File: config.mk
export PLATFORM = sky130hd
export DESIGN_NAME = img_wr_ctrl
export DESIGN_NICKNAME = d
export VERILOG_FILES = /design/src/rtl/img_wr_ctrl.sv
export SDC_FILE = /design/constraint.sdc
export NUM_CORES = 1
export LEC_CHECK = 0
export BUFFER_PORTS_ARGS = -buffer_cell sky130_fd_sc_hd__buf_4
export CAP_MARGIN = 20
export CELL_PAD_IN_SITES_DETAIL_PLACEMENT = 2
export CELL_PAD_IN_SITES_GLOBAL_PLACEMENT = 2
export CORE_ASPECT_RATIO = 0.75
export CORE_MARGIN = 4
export CORE_UTILIZATION = 30
export CTS_CLUSTER_DIAMETER = 30
export DETAILED_ROUTE_END_ITERATION = 12
export PLACE_DENSITY = 0.76
export SYNTH_ARGS = -nofsm -noshare
export SYNTH_HDL_FRONTEND = slang
export SYNTH_SLANG_ARGS = --single-unit
export TNS_END_PERCENT = 5
File: constraint.sdc
create_clock -name clk -period 2.8 [get_ports clk]
set_input_delay 0 -clock clk [delete_from_list [all_inputs] [get_ports clk]]
set_output_delay 0 -clock clk [all_outputs]
set_load 0.1 [all_outputs]
File: src/rtl/img_wr_ctrl.sv
// Reads a width x height frame from SRAM one word at a time and streams it out on a valid/ready pixel port.
// Define IMG_WR_TIMEOUT_EN to enable the SRAM acknowledge watchdog (err pulse after 255 unanswered wait cycles).
module img_wr_ctrl (
    input  logic        clk,
    input  logic        rst,
    input  logic        start,
    input  logic        abort,
    input  logic [12:0] img_width,
    input  logic [12:0] img_height,
    input  logic [17:0] base_addr,
    output logic        sram_req,
    output logic [17:0] sram_addr,
    input  logic        sram_ack,
    input  logic [31:0] sram_rdata,
    output logic        pix_valid,
    input  logic        pix_ready,
    output logic [31:0] pix_data,
    output logic        pix_eol,
    output logic        pix_eof,
    output logic        busy,
    output logic        done,
    output logic        err
);

    typedef enum logic [1:0] {
        S_IDLE,
        S_REQ,
        S_OUT,
        S_DONE
    } state_t;

    state_t      r_state;
    state_t      w_next;
    logic [12:0] r_width;
    logic [12:0] r_height;
    logic [12:0] r_col;
    logic [12:0] r_row;
    logic [17:0] r_addr;
    logic [31:0] r_data;
    logic        r_eol;
    logic        r_eof;
    logic        w_zero_dim;
    logic        w_last_col;
    logic        w_last_row;
    logic        w_timeout;

    assign w_zero_dim = (img_width == 13'd0) || (img_height == 13'd0);
    assign w_last_col = (r_col == (r_width - 13'd1));
    assign w_last_row = (r_row == (r_height - 13'd1));

`ifdef IMG_WR_TIMEOUT_EN
    logic [7:0] r_wait;

    // Counts REQ cycles without an acknowledge; zero whenever a fresh request begins.
    always_ff @(posedge clk or posedge rst) begin
        if (rst) begin
            r_wait <= 8'd0;
        end else if ((r_state != S_REQ) || sram_ack) begin
            r_wait <= 8'd0;
        end else begin
            r_wait <= r_wait + 8'd1;
        end
    end

    assign w_timeout = (r_state == S_REQ) && !sram_ack && (r_wait == 8'hFF);
`else
    assign w_timeout = 1'b0;
`endif

    always_ff @(posedge clk or posedge rst) begin
        if (rst) begin
            r_state <= S_IDLE;
        end else begin
            r_state <= w_next;
        end
    end

    // Abort and timeout outrank a same-cycle acknowledge or handshake.
    always_comb begin
        w_next = r_state;
        unique case (r_state)
            S_IDLE: begin
                if (start) begin
                    w_next = w_zero_dim ? S_DONE : S_REQ;
                end
            end
            S_REQ: begin
                if (abort || w_timeout) begin
                    w_next = S_IDLE;
                end else if (sram_ack) begin
                    w_next = S_OUT;
                end
            end
            S_OUT: begin
                if (abort) begin
                    w_next = S_IDLE;
                end else if (pix_ready) begin
                    w_next = r_eof ? S_DONE : S_REQ;
                end
            end
            S_DONE: begin
                w_next = S_IDLE;
            end
            default: begin
                w_next = S_IDLE;
            end
        endcase
    end

    always_ff @(posedge clk or posedge rst) begin
        if (rst) begin
            r_width  <= 13'd0;
            r_height <= 13'd0;
            r_col    <= 13'd0;
            r_row    <= 13'd0;
            r_addr   <= 18'd0;
            r_data   <= 32'd0;
            r_eol    <= 1'b0;
            r_eof    <= 1'b0;
        end else begin
            if (r_state == S_IDLE) begin
                if (start && !w_zero_dim) begin
                    r_width  <= img_width;
                    r_height <= img_height;
                    r_col    <= 13'd0;
                    r_row    <= 13'd0;
                    r_addr   <= base_addr;
                end
            end else if (r_state == S_REQ) begin
                if (!abort && sram_ack) begin
                    r_data <= sram_rdata;
                    r_eol  <= w_last_col;
                    r_eof  <= w_last_col && w_last_row;
                end
            end else if (r_state == S_OUT) begin
                if (!abort && pix_ready && !r_eof) begin
                    r_addr <= r_addr + 18'd1;
                    if (w_last_col) begin
                        r_col <= 13'd0;
                        r_row <= r_row + 13'd1;
                    end else begin
                        r_col <= r_col + 13'd1;
                    end
                end
            end
        end
    end

    assign sram_req  = (r_state == S_REQ);
    assign sram_addr = r_addr;
    assign pix_valid = (r_state == S_OUT);
    assign pix_data  = r_data;
    assign pix_eol   = r_eol && (r_state == S_OUT);
    assign pix_eof   = r_eof && (r_state == S_OUT);
    assign busy      = (r_state == S_REQ) || (r_state == S_OUT);
    assign done      = (r_state == S_DONE);
    assign err       = w_timeout;

endmodule

==> run metrics <==
initial antenna violation count=0; area of the die=~0.021 mm^2; setup-violating endpoint count in the final report=0; maximum buffer depth of the clock tree=2; Yosys top cell by area=sky130_fd_sc_hd__dfrtp_1; Antenna Cells=0; first-iteration detailed-routing DRC count=roughly 240; Clock Tree Root=sky130_fd_sc_hd__clkbuf_16; unrepaired setup endpoints after global routing=true; nets=roughly 860; Tcrit/Tclk final=about 98%; shortest clock period the worst path allows after layout=between 2000 and 3000 ps; core area=approximately 0.019 mm^2; total via count in the routed design=~5300; htree depth=3; GRT Resource Usage Total=~20%; final slew viol count=0; global-route wire length before repair=34300 um; Reg-to-Reg Start=r_width[0]$_DFFE_PP0P_; post-synth top area share=46.6%; Clock Latency Late Sink=approximately 360 ps; router iterations before antenna repair=4; number of cells on the worst reg-to-reg path=9; nature of the critical path endpoint=flop; Async S/R FF share, synth=100%; routed metal-1 wirelength=9150 um; wire length reported by the detailed router=21200 um; Top Metal Used=met4; post-route cell area=roughly 0.0083 mm^2; kind of critical path=reg2reg; Placement Setup Slack=-67.9 ps; total of buffers placed on input and output ports=about 140; count of flip-flops with a built-in enable after synthesis=0; DPL Wire Length=roughly 14000 um; Wirelength per Cell=20.8 um; Max Fanout on Critical Path=5; Placed Instance Area=approximately 0.0071 mm^2; mapped cell area=roughly 0.0057 mm^2; gate count of the mapped netlist=around 550; type of the worst min-delay path=in2reg; register-to-register path setup slack=70 ps; final-layout worst hold slack=113 ps; clock buffers created by TritonCTS=9; fraction of final layout cells sized beyond drive strength 1=between 30% and 40%; power per cell area=1130 mW/mm^2; Synth-to-Final Area Change=46.0%; number of instances on the worst hold path=4; most area-consuming cells after synthesis=sky130_fd_sc_hd__dfrtp_1 (47%), sky130_fd_sc_hd__mux2_2 (11%), sky130_fd_sc_hd__xnor2_1 (4.2%); startpoint class of the critical path=flop; wire length on met2=around 11000 um; number of warnings printed during yosys synthesis=0; number of core rows=between 40 and 50; most numerous cell in the Yosys netlist=sky130_fd_sc_hd__dfrtp_1; total negative setup slack=0 ps; Final Hold Viols=0; synth cell count leaders=sky130_fd_sc_hd__dfrtp_1 (106), sky130_fd_sc_hd__mux2_2 (58), sky130_fd_sc_hd__nor2_1 (38), sky130_fd_sc_hd__xnor2_1 (27), sky130_fd_sc_hd__nand3_1 (26); terminus of the critical flop-to-flop path=r_row[4]$_DFFE_PP0P_; syn avg cell area=10.4 um^2; Die Y=between 100 and 150 um; metal3 WL=about 1000 um; I/O pin count=roughly 140; worst hold path endpoint=r_state[1]$_DFFE_PP0P_; initial standard-cell utilization of the core=30.7%; sequential fraction of the synthesis area=between 40% and 50%; data arrival at the endpoint of the critical path=roughly 3000 ps; final setup margin=68.6 ps; Clock Skew=9.85 ps; post-synthesis net count=around 640; leakage component of the power=3.66 nW; data required time at the worst endpoint=between 3000 and 4000 ps; clock tree from TritonCTS=built; grt total ovfl=0; Worst Min Path Start=abort; global placement routability congestion=approximately 0.85; pin count of the biggest net entering global routing=64; number of distinct library cells after synthesis=~60; vias in the first global route=around 6100; headroom to the max-slew limit=61.0%; Least-Margin Pin Slew=585 ps; maximum achievable frequency=roughly 370 MHz; max-cap check violation count=0; post-detailed-route via-to-cell ratio=approximately 5.2; final core utilization=44.8%; most instantiated flip-flop cell in the synthesis netlist=sky130_fd_sc_hd__dfrtp_1; # DRC=0; Clock Sinks=106; FF+latch count, synth=~110; status=finished, final reports clean; number of nets with antenna violations after routing=0; CTS clock-pin slew for the worst setup and hold paths=~80 ps; VDD IR-drop max=around 0.84 mV; width of the chip=between 150 and 200 um
==> power by group <==
| part | total (mW) | internal, mW | leakage, nW | switching, mW |
|---|---|---|---|---|
| Clock | 1.28 | 0.630 | 0.139 | 0.647 |
| Combinational | 5.50 | 1.64 | 2.18 | 3.86 |
| Sequential | 2.64 | 2.05 | 1.34 | 0.582 |
==> metal layers <==
metal,up-vias,global-route usage [%]
met1,2705,25.2
met2,124,35.7
li1,2449,-
met3,23,4.30
met4,0,4.95
met5,-,0
==> how the worst max path moves through the flow <==
stage,from,end,slack [ps],cells past startpoint
floorplan,r_state[1]$_DFFE_PP0P_,r_eof$_DFFE_PP0P_,0.9,8
global placement,r_width[0]$_DFFE_PP0P_,r_row[10]$_DFFE_PP0P_,130,10
detailed placement,r_width[0]$_DFFE_PP0P_,r_row[10]$_DFFE_PP0P_,-70,10
CTS,r_width[1]$_DFFE_PP0P_,r_row[10]$_DFFE_PP0P_,20,11
global route,r_width[1]$_DFFE_PP0P_,r_row[4]$_DFFE_PP0P_,-30,9
finish,r_width[0]$_DFFE_PP0P_,r_row[4]$_DFFE_PP0P_,70,9
==> stage by stage <==
step	total power [mW]	cells
floorplan	6.48	546
global placement	7.75	926
detailed placement	7.92	926
CTS	9.37	1019
global route	9.93	1019
finish	9.41	1019
==> state kept, by name, summed over array words and instances (netlist names) <==
register	flops
pix_data	32
r_col	13
r_eof	1
r_eol	1
r_height	13
r_row	13
r_state	2
r_width	13
sram_addr	18
==> cell families after synthesis <==
kind of cell	synth area share [%]
and+or+nand+nor	18.2
muxes	12.4
buffers and inverters	2.81
adders and majority gates	1.98
xor gates and xnor gates	6.46
DFF	46.6
other	0.0659
AOI/OAI and AO/OA	11.5
==> worst max-delay path: stages, from the launching register on <==
cell and delay [ps]:
sky130_fd_sc_hd__dfrtp_1 380, sky130_fd_sc_hd__inv_1 60, sky130_fd_sc_hd__ha_1 160, sky130_fd_sc_hd__or4b_4 500
sky130_fd_sc_hd__or3b_4 420, sky130_fd_sc_hd__o32ai_2 210, sky130_fd_sc_hd__a21o_1 170, sky130_fd_sc_hd__nand4_4 140
sky130_fd_sc_hd__or4b_4 550, sky130_fd_sc_hd__nand2_1 80
==> layout by cell type (no fill, tap or decap), types with 4 or more instances in the layout <==
| master | count |
|---|---|
| sky130_fd_sc_hd__nand2b_1 | 4 |
| sky130_fd_sc_hd__nor3_1 | 13 |
| sky130_fd_sc_hd__dlygate4sd3_1 | 77 |
| sky130_fd_sc_hd__xnor2_1 | 26 |
| sky130_fd_sc_hd__nand3_1 | 26 |
| sky130_fd_sc_hd__nor2_1 | 38 |
| sky130_fd_sc_hd__nand4_1 | 13 |
| sky130_fd_sc_hd__buf_4 | 155 |
| sky130_fd_sc_hd__nand3b_1 | 4 |
| sky130_fd_sc_hd__nor2b_1 | 4 |
| sky130_fd_sc_hd__and3_1 | 13 |
| sky130_fd_sc_hd__mux2_2 | 58 |
| sky130_fd_sc_hd__and2_1 | 6 |
| sky130_fd_sc_hd__mux2i_1 | 5 |
| sky130_fd_sc_hd__or3_1 | 5 |
| sky130_fd_sc_hd__ha_1 | 8 |
| sky130_fd_sc_hd__inv_1 | 11 |
| sky130_fd_sc_hd__clkbuf_16 | 9 |
| sky130_fd_sc_hd__a21oi_1 | 25 |
| sky130_fd_sc_hd__xor2_1 | 15 |
| sky130_fd_sc_hd__o22ai_1 | 17 |
| sky130_fd_sc_hd__nor4_1 | 7 |
| sky130_fd_sc_hd__nand2_1 | 25 |
| sky130_fd_sc_hd__o211ai_1 | 4 |
| sky130_fd_sc_hd__dfrtp_1 | 106 |
| sky130_fd_sc_hd__o21ai_0 | 20 |
==> repair_timing <==
action / 4_1_cts / 5_1_grt
endpoints found under the setup margin: 26 / 23
hold buffers: 77 / 0
setup buffers: 0 / 0
gates resized for setup: 4 / 15
pin swaps: 0 / 3
endpoints found under the hold margin: 119 / 0
==> final cells by class <==
type	count	area (um^2)
fill	1921	10200
clock buffer	9	225
multi-input combinational	402	3000
sequential	106	2650
tap	247	309
timing repair buffer	236	2010
clock inverter	7	71.3
inverter	12	47.5
Note: power is estimated with default switching activity, not from simulation.
